==> config.mk <==
export PLATFORM = sky130hd
export DESIGN_NAME = forward_scoreboard
export DESIGN_NICKNAME = d
export VERILOG_FILES = /design/src/rtl/forward_scoreboard.sv
export SDC_FILE = /design/constraint.sdc
export NUM_CORES = 1
export LEC_CHECK = 0
export ABC_CLOCK_PERIOD_IN_PS = 3300
export BUFFER_PORTS_ARGS = -buffer_cell sky130_fd_sc_hd__buf_2
export CAP_MARGIN = 25
export CORE_MARGIN = 1
export CORE_UTILIZATION = 45
export CTS_CLUSTER_SIZE = 12
export DETAILED_ROUTE_END_ITERATION = 6
export PLACE_DENSITY = 0.78
export SETUP_SLACK_MARGIN = 0.1
export SYNTH_ARGS = -nofsm -noshare
export SYNTH_HDL_FRONTEND = slang
export SYNTH_SLANG_ARGS = --single-unit
==> constraint.sdc <==
create_clock -name CLK -period 3.3 [get_ports CLK]
set_clock_uncertainty 0.15 [all_clocks]
set_input_delay 0.66 -clock CLK [delete_from_list [all_inputs] [get_ports CLK]]
set_output_delay 0.66 -clock CLK [all_outputs]
set_load 0.02 [all_outputs]
==> src/rtl/forward_scoreboard.sv <==
// Forwarding / load-use hazard unit: tracks the last DEPTH register writes with result-latency countdowns.
// Lookup is combinational (fwd_sel/stall valid in the same cycle as src_reg); table updates one edge later.
// freeze holds the table and stall accounting; flush overrides freeze and squashes young entries.
module forward_scoreboard #(
    parameter int DEPTH       = 3,
    parameter int NSRC        = 2,
    parameter int RW          = 5,
    parameter int LW          = 2,
    parameter int FLUSH_DEPTH = 1,
    parameter int SW          = $clog2(DEPTH+1)
) (
    input  logic               CLK,
    input  logic               nRST,
    input  logic               issue_valid,
    input  logic               issue_wen,
    input  logic [RW-1:0]      issue_dest,
    input  logic [LW-1:0]      issue_lat,
    input  logic [NSRC*RW-1:0] src_reg,
    input  logic [NSRC-1:0]    src_used,
    input  logic               freeze,
    input  logic               flush,
    input  logic               stat_clr,
    output logic [NSRC*SW-1:0] fwd_sel,
    output logic               stall,
    output logic [15:0]        stall_cycles
);

    // Entry 0 is the youngest producer, one cycle ahead of ID.
    logic [DEPTH-1:0] ent_vld;
    logic [RW-1:0]    ent_dest [DEPTH];
    logic [LW-1:0]    ent_cnt  [DEPTH];

    logic [NSRC-1:0]  hazard;
    logic             found;
    logic             advance;
    logic             take_new;

    // Per-slot search for the youngest matching producer; forward if ready, otherwise flag a hazard.
    always_comb begin
        fwd_sel = '0;
        hazard  = '0;
        found   = 1'b0;
        for (int i = 0; i < NSRC; i++) begin
            found = 1'b0;
            for (int k = 0; k < DEPTH; k++) begin
                if (!found && src_used[i] && ent_vld[k]
                    && (src_reg[i*RW +: RW] != '0)
                    && (ent_dest[k] == src_reg[i*RW +: RW])) begin
                    found = 1'b1;
                    if (ent_cnt[k] == '0) begin
                        fwd_sel[i*SW +: SW] = SW'(k + 1);
                    end else begin
                        hazard[i] = 1'b1;
                    end
                end
            end
        end
    end

    // Stall and shift-control decode; a flushed cycle never stalls and never issues.
    always_comb begin
        stall    = issue_valid & (|hazard) & ~flush;
        advance  = ~freeze | flush;
        take_new = issue_valid & ~stall & ~flush;
    end

    // Scoreboard shift: age every entry one slot, count latency down, insert the new producer or a bubble.
    always_ff @(posedge CLK or negedge nRST) begin
        if (!nRST) begin
            ent_vld <= '0;
            for (int k = 0; k < DEPTH; k++) begin
                ent_dest[k] <= '0;
                ent_cnt[k]  <= '0;
            end
        end else if (advance) begin
            for (int k = DEPTH - 1; k >= 1; k--) begin
                // Flush squashes the wrong-path instructions that land in entries 1..FLUSH_DEPTH-1.
                ent_vld[k]  <= ent_vld[k-1] & ~(flush & (k < FLUSH_DEPTH));
                ent_dest[k] <= ent_dest[k-1];
                ent_cnt[k]  <= (ent_cnt[k-1] == '0) ? '0 : ent_cnt[k-1] - 1'b1;
            end
            // Non-writing instructions and r0 writes can never be forwarded, so store them invalid.
            ent_vld[0]  <= take_new & issue_wen & (|issue_dest);
            ent_dest[0] <= issue_dest;
            ent_cnt[0]  <= issue_lat;
        end
    end

    // Saturating stall counter; clear wins, frozen cycles are not counted.
    always_ff @(posedge CLK or negedge nRST) begin
        if (!nRST) begin
            stall_cycles <= '0;
        end else if (stat_clr) begin
            stall_cycles <= '0;
        end else if (stall && !freeze && (stall_cycles != 16'hFFFF)) begin
            stall_cycles <= stall_cycles + 16'd1;
        end
    end

endmodule

Yosys cells after proc, flatten, opt, wreduce, memory -nomap -nowiden

Cells that the tools add are included.

Register bits after elaboration: 40
Input bits: 26
Output and inout bits: 21
Logic and storage cells: 95

Add/subtract/negate cells: 3
Eq/ne operators: 7
Mux-type cells: 30
Bitwise gates (word level): 10
Reduce and logical (&&, ||, !) cells: 37

Operators with widths:

| cell                                                                | count |
|---|---|
| 16-bit 2-to-1 mux                                                   | 2 |
| 5-bit == test                                                       | 6 |
| 1-bit logical AND                                                   | 24 |
| 2-bit 2-to-1 mux                                                    | 11 |
| 1-bit 2-to-1 mux                                                    | 17 |
| 16-bit by 1-bit adder with 16-bit output (second input constant)    | 1 |
| 16-bit inequality test (second input constant)                      | 1 |
| 5-bit nonzero test                                                  | 2 |
| 1-bit bitwise AND                                                   | 6 |
| 2-bit logical NOT                                                   | 3 |
| 1-bit logical NOT                                                   | 5 |
| 5-bit OR reduction                                                  | 1 |
| 2-bit by 1-bit subtractor with 2-bit output (second input constant) | 2 |
| 1-bit NOT                                                           | 3 |
| 2-bit nonzero test                                                  | 1 |
| 2-bit OR reduction                                                  | 1 |
| 1-bit bitwise OR                                                    | 1 |

Longest topological paths before layout

Gate-level depths: netlist of the first run.

Depth after elaboration: 24
Depth in mapped cells: 9
Mapped depth without buffers: 7

Worst setup path after synthesis of the first run

Ideal clock, no wire load.

Kind: in2out
Start: in src_reg[3]
End: out stall
Data arrival time: 2390 ps
Data required time: 2490 ps
Slack: 100 ps
Cell stages on the path: 7
Path buffers: 1
Path through: xor2_1 nor4_1 and3_1 a22oi_1 o221a_1 buf_2 nor3b_1

Longest elaborated chain between the ends: 19
Elaborated cells between the ends (all ways): 26
Those cells by class: eq/ne: 3; mux: 7; bitwise: 2; reduce/logical: 14

Ends and longest elaborated chain:

| what                              | line | text |
|---|---|---|
| start, declared                   | 18   | `input logic [NSRC*RW-1:0] src_reg,` |
| 5-bit nonzero test                | 47   | `&& (src_reg[i*RW +: RW] != '0)` |
| 1-bit logical AND                 | 47   |  |
| 1-bit logical AND                 | 48   | `&& (ent_dest[k] == src_reg[i*RW +: RW])) begin` |
| 1-bit 2-to-1 mux                  | 46   | `if (!found && src_used[i] && ent_vld[k]` |
| 1-bit logical NOT                 | 46   |  |
| 1-bit logical AND (2 in series)   | 46   |  |
| 1-bit logical AND                 | 47   |  |
| 1-bit logical AND                 | 48   |  |
| 1-bit 2-to-1 mux                  | 46   |  |
| 1-bit logical NOT                 | 46   |  |
| 1-bit logical AND (2 in series)   | 46   |  |
| 1-bit logical AND                 | 47   |  |
| 1-bit logical AND                 | 48   |  |
| 1-bit 2-to-1 mux *                | 46   |  |
| 2-bit OR reduction *              | 62   | `stall = issue_valid & (\|hazard) & ~flush;` |
| 1-bit bitwise AND * (2 in series) | 62   |  |
| end, declared                     | 24   | `output logic stall,` |

Every way passes the cells marked *; elsewhere a longest branch is shown, timed or not.

Final worst setup path of the first run

Start: in src_reg[5]
End: out stall

The elaborated chain is that of the path after synthesis.

==> reports/summary.txt, run 1 <==
Run status = completed
Multi-input gate area = 0.00134 mm²
Max Cap Violations = 0
Setup CP Type = input port to output port
Mapped Cells = 233
Total clock sinks = 40
H-tree levels = 2
Setup violators final = 0
Hold slack final = 0.319 ns
Filler cell count = 484
Critical-path cell list = buf_2 > xor2_1 > nor4_1 > and3_1 > a22oi_1 > o221a_1 > nor3b_2 > buf_4
Commonest non-fill, non-tap cells in the layout = buf_2, dfrtp_1, mux2_2
Worst Path Arrival = 2.34 ns
Die area = 0.00558 mm²
Final Hold Fails = 0
Ys async rst share = 100%
1st-iter DRT viols = 62
Routed WL = 5190 µm
Max-slew violation count = 0
Post-DP HPWL = 3640 µm
WL/cell = 14.7 µm
Leakage power = 1.21 nW
Chip width = 74.7 µm
Clock root buffer = clkbuf_8
Synth Register Bits = 40
CP peak stage delay = 0.36 ns
Total vias in the final route = 1953
Fmax = 317 MHz
First-pass GRT wire length = 8190 µm
CP Capture Type = output port
Storage cell area = 0.00100 mm²
Post-synth EDFFs = 0
Slack of the critical path = 0.148 ns
Layout cells sized above 1 = 31.2%
Worst-Skew Late Latency = 0.30 ns
Worst Hold Class = input port to async pin
Worst-Margin Slew = 0.881 ns
Die height = 74.7 µm
CTS hold repair buffers = 0
Startpoint types = input port
Max clock buf depth = 2
Commonest non-fill, non-tap cell in the layout = buf_2
Crit path max fanout = 4
Final Non-Filler Cells = 352
ANT nets after route = 0
Rel. slew slack = 41.3%
Residual DRC count = 0
Power density cells = 418 mW/mm²
Syn Nets = 260
Top cell type's share of synthesized area = 42.1%
Crit share post-route = 95.5%
RR Startpoint = ent_dest[5]$_DFFE_PN0P_
Cell Area, Synth = 0.00238 mm²
RSZ-0062 raised after global routing = no
GRT Util Overall = 19.6%
Crit path from = src_reg[5]
Sequential area share after synthesis = 42.1%
Gr ovfl total = 0
Mapped Avg Cell Area = 10.2 µm²
Critical-path top delay cell = nor4_1
IO Count = 47
RePlAce Congestion = 0.891
Synth unique cells = 42
Initial antenna violation count = 0
Worst vdd ir = 281 µV
Worst Path Required = 2.49 ns
# nets final = 309
Dominant synthesized flop cell = dfrtp_1
Port Buffers = 46
Site Rows = 26
Number of global-route vias before repair = 1851
Clock-pin transition on the worst setup and hold timing paths = 0.08 ns
Final Util = 55.8%
Yosys warns = 0
Pre-antenna DRT Iters = 4
Initial Util = 46.5%
Leading area contributor after synthesis = dfrtp_1
Largest net degree at the start of global routing = 41
Cts bufs inserted = 5
Post-layout min period = 3.15 ns
Layout area overhead = 19.8%
Setup TNS = 0 ns
Vias/cell = 5.55
Synth top area cells = dfrtp_1, mux2_2, xor2_1
Core ar. = 0.00511 mm²
Setup WS pre-CTS = 0.113 ns
Clock tree from TritonCTS = yes
Inserted Diodes = 0
Placed cell count = 341
critical path: cells and delay by family:
family	cells	cell delay, ns
buffers and inverters	2	0.32
XOR/XNOR	1	0.16
AND/OR/NAND/NOR	3	0.84
AO/OA/AOI/OAI	2	0.37
area by class of cell:
cell class | count | area share (%)
clock buffers | 5 | 2.42
clock inverters | 2 | 2.11
inverters | 2 | 0.264
multi-input cells | 180 | 47.0
flip-flops and latches | 40 | 35.1
well taps | 70 | 3.08
repair buffers | 53 | 10.0
path summary, 6_finish.rpt:
check	depth (start not counted)	slack, ns	endpoint
hold / removal	1	0.32	ent_cnt[1]$_DFFE_PN0P_
setup reg to reg	9	0.39	stall_cycles[14]$_DFFE_PN0P_
hold reg to reg	2	0.33	ent_cnt[1]$_DFFE_PN0P_
max in group asynchronous	1	2.12	stall_cycles[9]$_DFFE_PN0P_
setup / recovery	8	0.15	stall
min in group CLK	2	0.33	ent_cnt[1]$_DFFE_PN0P_
cells by family after synthesis:
kind of cell | Yosys count | synth area share (%)
and+or+nand+nor | 83 | 20.8
AOI/OAI and AO/OA | 43 | 12.1
DFF | 40 | 42.1
xor gates and xnor gates | 30 | 11.1
muxes | 23 | 10.9
buffers and inverters | 13 | 2.47
adders and majority gates | 1 | 0.526
power by group:
part	internal, mW	switching, mW	leakage [nW]
Clock	0.298	0.174	0.0642
Sequential	0.520	0.0369	0.516
Combinational	0.0807	0.0823	0.625
Total	0.898	0.293	1.21
repair_timing:
item / in CTS / in global routing
endpoints found under the setup margin: 1 / 1
buffers inserted: 0 / 3
gates resized for setup: 1 / 3
gates cloned: 0 / 0
pin swaps: 0 / 2
metal layers:
metal,GRT usage (%),up-vias,wire length [µm]
met5,0,-,0
met4,6.71,0,71
met3,4.82,6,193
met2,34.1,40,2520
met1,23.6,944,2410
li1,-,963,-
cells in the mapped netlist, types with 4 or more instances:
master and count:
xnor2_1 14, o21ai_1 4, nand3_1 13, mux2_2 19, a21oi_1 11, or4_1 12
o21ai_0 5, nor2b_1 5, and3_1 6, mux2_1 4, nand2_1 15, clkbuf_1 7
dfrtp_1 40, xor2_1 16, nor2_1 7, o31ai_1 11, nor4_1 5
sequential cells by signal, summed over array words and instances, names as in the netlist:
name,cells
ent_dest,15
stall_cycles,16
ent_vld,3
ent_cnt,6
through the flow:
stage	area [µm²]	total power [mW]
after floorplan	2380	0.665
after CTS	2800	1.20
after detailed placement	2670	0.724
after global placement	2670	0.717
final	2850	1.19
after global routing	2850	1.24
No activity file was read; power rests on OpenSTA's default activity.
==> run 2: changes to the inputs <==
--- a/config.mk
+++ b/config.mk
@@ -10,10 +10,10 @@
 export CAP_MARGIN = 25
 export CORE_MARGIN = 1
 export CORE_UTILIZATION = 45
+export CTS_BUF_LIST = sky130_fd_sc_hd__clkbuf_16
 export CTS_CLUSTER_SIZE = 12
 export DETAILED_ROUTE_END_ITERATION = 6
 export PLACE_DENSITY = 0.78
-export SETUP_SLACK_MARGIN = 0.1
 export SYNTH_ARGS = -nofsm -noshare
 export SYNTH_HDL_FRONTEND = slang
 export SYNTH_SLANG_ARGS = --single-unit
==> reports/summary.txt, run 2 (synthesized netlist as in run 1, its figures left out) <==
Total clock sinks = 40
DP Area = 0.00267 mm²
Switching pwr = 0.304 mW
Power density cells = 463 mW/mm²
RSZ-0062 raised after global routing = no
Die height = 74.7 µm
Worst Path Required = 2.49 ns
Cts bufs inserted = 5
Fmax = 318 MHz
Commonest non-fill, non-tap cells in the layout = buf_2, dfrtp_1, mux2_2
Commonest non-fill, non-tap cell in the layout = buf_2
Multi-input gate area = 0.00134 mm²
Max FFs per register = 16
Critical-path top delay cell = nor4_2
Share of power burned in the clock network = 46.0%
Routed WL = 5180 µm
Post-DP HPWL = 3640 µm
Critical-path cell list = buf_2 > xor2_1 > nor4_2 > and3_1 > a22oi_1 > o221a_1 > nor3b_2 > buf_2
Largest registers = stall_cycles: 16 flops, ent_dest: 15 flops, ent_cnt: 6 flops
Inserted Diodes = 0
CP Capture Type = output port
Leakage power = 1.22 nW
Setup CP Type = input port to output port
Worst Hold Class = flip-flop to flip-flop
Initial Util = 46.5%
Number of global-route vias before repair = 1867
Max-slew violation count = 0
Run status = completed
CP bufs+invs = 2
WL/cell = 14.8 µm
Clock tree from TritonCTS = yes
CP peak stage delay = 0.34 ns
Setup WS pre-CTS = 0.113 ns
Setup violators final = 0
RePlAce Congestion = 0.891
Worst vdd ir = 258 µV
Worst Path Arrival = 2.33 ns
Initial antenna violation count = 0
Setup TNS = 0 ns
H-tree levels = 2
Comb pwr share = 12.1%
Final Hold Fails = 0
Slack of the critical path = 0.157 ns
Clock root buffer = clkbuf_16
1st-iter DRT viols = 56
GRT Util Overall = 19.9%
Vias/cell = 5.62
Post-layout min period = 3.14 ns
Crit path max-delay family = simple AND/OR/NAND/NOR gates
Layout cells sized above 1 = 30.5%
Most flop-heavy register = stall_cycles
Max Cap Violations = 0
Site Rows = 26
Total vias in the final route = 1961
Clock-pin transition on the worst setup and hold timing paths = 0.06 ns
Pre-antenna DRT Iters = 4
IO Count = 47
Design Area, Final = 0.00288 mm²
Filler cell count = 476
Crit path max fanout = 4
Residual DRC count = 0
Power Internal = 1.03 mW
Worst-Skew Late Latency = 0.28 ns
Chip width = 74.7 µm
Worst-Margin Slew = 0.879 ns
Core ar. = 0.00511 mm²
Sequential share of power = 41.9%
Largest net degree at the start of global routing = 41
First-pass GRT wire length = 8270 µm
Port Buffers = 46
Rel. slew slack = 41.4%
Gr ovfl total = 0
Most frequent CP cell = buf_2
ANT nets after route = 0
Die area = 0.00558 mm²
Storage cell area = 0.00100 mm²
Startpoint types = input port
Layout area overhead = 21.1%
# nets final = 306
Switching part of the total = 22.8%
Max clock buf depth = 2
Crit share post-route = 95.2%
==> run 2: power by group through the flow <==
stage / combinational (mW) / clock [mW] / sequential [mW]
final: 0.161 / 0.614 / 0.558
after global routing: 0.177 / 0.646 / 0.564
after CTS: 0.158 / 0.630 / 0.558
after detailed placement: 0.157 / 0 / 0.567
after global placement: 0.152 / 0 / 0.565
after floorplan: 0.108 / 0 / 0.556
==> run 2: stage by stage <==
step	instances	hold slack, ns	power [mW]	utilization [%]
after CTS	348	0.336	1.35	55.9
final	349	0.328	1.33	56.4
after global routing	349	0.364	1.39	56.4
after floorplan	233	0.214	0.665	-
after detailed placement	341	0.323	0.724	52.3
after global placement	341	0.314	0.717	52.3
==> run 2: repair_timing <==
action                                  CTS  global route
gates resized for setup                   0             3
buffers inserted                          0             0
hold buffers                              0             0
endpoints found under the setup margin    0             1
==> run 2: path summary, 6_finish.rpt <==
path                                               start                      endpoint  slack [ns]  cells past startpoint
worst max-delay path                          src_reg[3]                         stall        0.16                      8
worst max register to register  ent_dest[14]$_DFFE_PN0P_  stall_cycles[14]$_DFFE_PN0P_        0.51                      8
worst min register to register    ent_cnt[1]$_DFFE_PN0P_        ent_cnt[1]$_DFFE_PN0P_        0.33                      2
max in group asynchronous                           nRST      ent_dest[12]$_DFFE_PN0P_        2.10                      1
min in group asynchronous                           nRST        ent_cnt[1]$_DFFE_PN0P_        0.35                      1
worst min-delay path              ent_cnt[1]$_DFFE_PN0P_        ent_cnt[1]$_DFFE_PN0P_        0.33                      2
==> run 2: worst register-to-register path, cell delays in order, from the launching register on <==
cell and delay, ns:
dfrtp_1 0.44, xor2_1 0.19, nor4_4 0.34, nand3b_1 0.14, a2bb2o_1 0.30, o221a_1 0.16, buf_4 0.24, nor4_1 0.35
mux2_1 0.36
==> run 2: final cells by class <==
class                           count  area share [%]
Multi-Input combinational cell    180            46.5
Tap cell                           70            3.04
Sequential cell                    40            34.8
Timing Repair Buffer               50            9.04
Clock inverter                      2            2.09
Inverter                            2           0.261
Clock buffer                        5            4.35
==> run 2: routing by layer <==
layer  share of wire, %  wire length (µm)  GRT usage, %  vias up
met3                3.9               203          5.22        7
met2                 50              2610          34.7       40
met5                  0                 0             0        -
met4                1.4                73          7.34        0
li1                   -                 -             -      957
met1                 44              2290          23.5      957
==> run 3: changes to the inputs <==
--- a/config.mk
+++ b/config.mk
@@ -10,7 +10,6 @@
 export CAP_MARGIN = 25
 export CORE_MARGIN = 1
 export CORE_UTILIZATION = 45
-export CTS_BUF_LIST = sky130_fd_sc_hd__clkbuf_16
 export CTS_CLUSTER_SIZE = 12
 export DETAILED_ROUTE_END_ITERATION = 6
 export PLACE_DENSITY = 0.78
==> reports/summary.txt, run 3 (synthesized netlist as in run 1, its figures left out) <==
Run status = completed
Layout area overhead = 18.7%
Pre-antenna DRT Iters = 4
Storage cell area = 0.00100 mm²
Post-CTS Setup Inserts = 0
Crit share post-route = 95.4%
H-tree levels = 2
Filler cell count = 486
Commonest non-fill, non-tap cell in the layout = buf_2
Share of power burned in the clock network = 39.6%
Largest net degree at the start of global routing = 41
Startpoint types = input port
Leakage power = 1.19 nW
Switching pwr = 0.291 mW
Residual DRC count = 0
Die area = 0.00558 mm²
Worst Hold Class = input port to async pin
GR Layer Usage met2 = 34.1%
RePlAce Congestion = 0.891
Total vias in the final route = 1955
CP bufs+invs = 2
Clock root buffer = clkbuf_8
Worst Path Arrival = 2.34 ns
Gr ovfl total = 0
Setup CP Type = input port to output port
Switching part of the total = 24.5%
Inserted Diodes = 0
Sequential share of power = 46.9%
Most flop-heavy register = stall_cycles
Slack of the critical path = 0.153 ns
Final Hold Fails = 0
Worst-Skew Late Latency = 0.30 ns
Setup violators final = 0
RSZ-0062 raised after global routing = no
Critical-path top delay cell = nor4_2
Commonest non-fill, non-tap cells in the layout = buf_2, dfrtp_1, mux2_2
Layout cells sized above 1 = 30.5%
Power density cells = 421 mW/mm²
First-pass GRT wire length = 8180 µm
1st-iter DRT viols = 68
Met1 Track Usage GR = 23.5%
Core ar. = 0.00511 mm²
Clock tree from TritonCTS = yes
Critical-path cell list = buf_2 > xor2_1 > nor4_2 > and3_1 > a22oi_1 > o221a_1 > nor3b_2 > buf_2
Cts bufs inserted = 5
Max clock buf depth = 2
Worst Path Required = 2.49 ns
Post-DP HPWL = 3640 µm
Post-layout min period = 3.15 ns
# nets final = 306
Number of global-route vias before repair = 1851
Largest registers = stall_cycles: 16 flops, ent_dest: 15 flops, ent_cnt: 6 flops
Port Buffers = 46
Max-slew violation count = 0
Site Rows = 26
Crit path max fanout = 4
Rel. slew slack = 41.4%
Routed WL = 5140 µm
Most frequent CP cell = buf_2
Vias/cell = 5.60
Initial antenna violation count = 0
Multi-input gate area = 0.00134 mm²
Initial Util = 46.5%
Max Cap Violations = 0
Max FFs per register = 16
CP Capture Type = output port
Crit path max-delay family = simple AND/OR/NAND/NOR gates
Chip width = 74.7 µm
Worst-Margin Slew = 0.879 ns
Clock-pin transition on the worst setup and hold timing paths = 0.08 ns
Setup TNS = 0 ns
Comb pwr share = 13.5%
Total clock sinks = 40
ANT nets after route = 0
WL/cell = 14.7 µm
GRT Util Overall = 19.5%
IO Count = 47
Fmax = 318 MHz
Met3 usage in global routing = 4.82%
Die height = 74.7 µm
Top Usage Layer GRT = met2
Power Internal = 0.897 mW
Setup WS pre-CTS = 0.113 ns
Worst vdd ir = 280 µV
CP peak stage delay = 0.34 ns
run 3: final cells by class:
cell class                 count  area share, %
multi-input combinational    180           47.4
sequential                    40           35.5
timing repair buffer          50           9.22
tap                           70           3.10
clock buffer                   5           2.44
clock inverter                 2           2.13
inverter                       2          0.266
run 3: per-stage QoR:
step	util (%)	power [mW]	hold slack (ns)	std cells	cell area (µm²)
floorplan	-	0.665	0.214	233	2380
global placement	52.3	0.717	0.314	341	2670
detailed placement	52.3	0.724	0.323	341	2670
CTS	54.8	1.20	0.341	348	2800
global route	55.3	1.24	0.371	349	2820
finish	55.3	1.19	0.321	349	2820
run 3: worst reg2reg max path: cells and delay by family, from the launching register on:
family	cells	cell delay [ns]
buffers and inverters	1	0.24
and+or+nand+nor	3	0.83
muxes	1	0.36
DFF	1	0.44
xor gates and xnor gates	1	0.19
AOI/OAI and AO/OA	2	0.46
run 3: worst paths after layout:
path	startpoint	to	slack, ns	cells after the start
max in group asynchronous	nRST	stall_cycles[9]$_DFFE_PN0P_	2.12	1
worst min register to register	ent_cnt[1]$_DFFE_PN0P_	ent_cnt[1]$_DFFE_PN0P_	0.33	2
min in group CLK	ent_cnt[1]$_DFFE_PN0P_	ent_cnt[1]$_DFFE_PN0P_	0.33	2
worst min-delay path	nRST	ent_cnt[1]$_DFFE_PN0P_	0.32	1
worst max-delay path	src_reg[3]	stall	0.15	8
worst max register to register	ent_dest[14]$_DFFE_PN0P_	stall_cycles[14]$_DFFE_PN0P_	0.52	8
run 3: layer usage:
metal  vias to the layer above  wire [µm]
li1                        957          -
met3                         6        208
met1                       946       2340
met2                        46       2520
met5                         -          0
met4                         0         71
run 3: power groups by stage:
stage	combinational (mW)	sequential, mW	clock (mW)
6_report	0.161	0.557	0.470
5_1_grt	0.177	0.563	0.498
4_1_cts	0.158	0.557	0.481
3_5_place_dp	0.157	0.567	0
3_3_place_gp	0.152	0.565	0
2_1_floorplan	0.108	0.556	0
run 3: timing repair:
item / 4_1_cts / 5_1_grt
endpoints found under the setup margin: 0 / 1
hold buffers: 0 / 0
resized for setup: 0 / 3
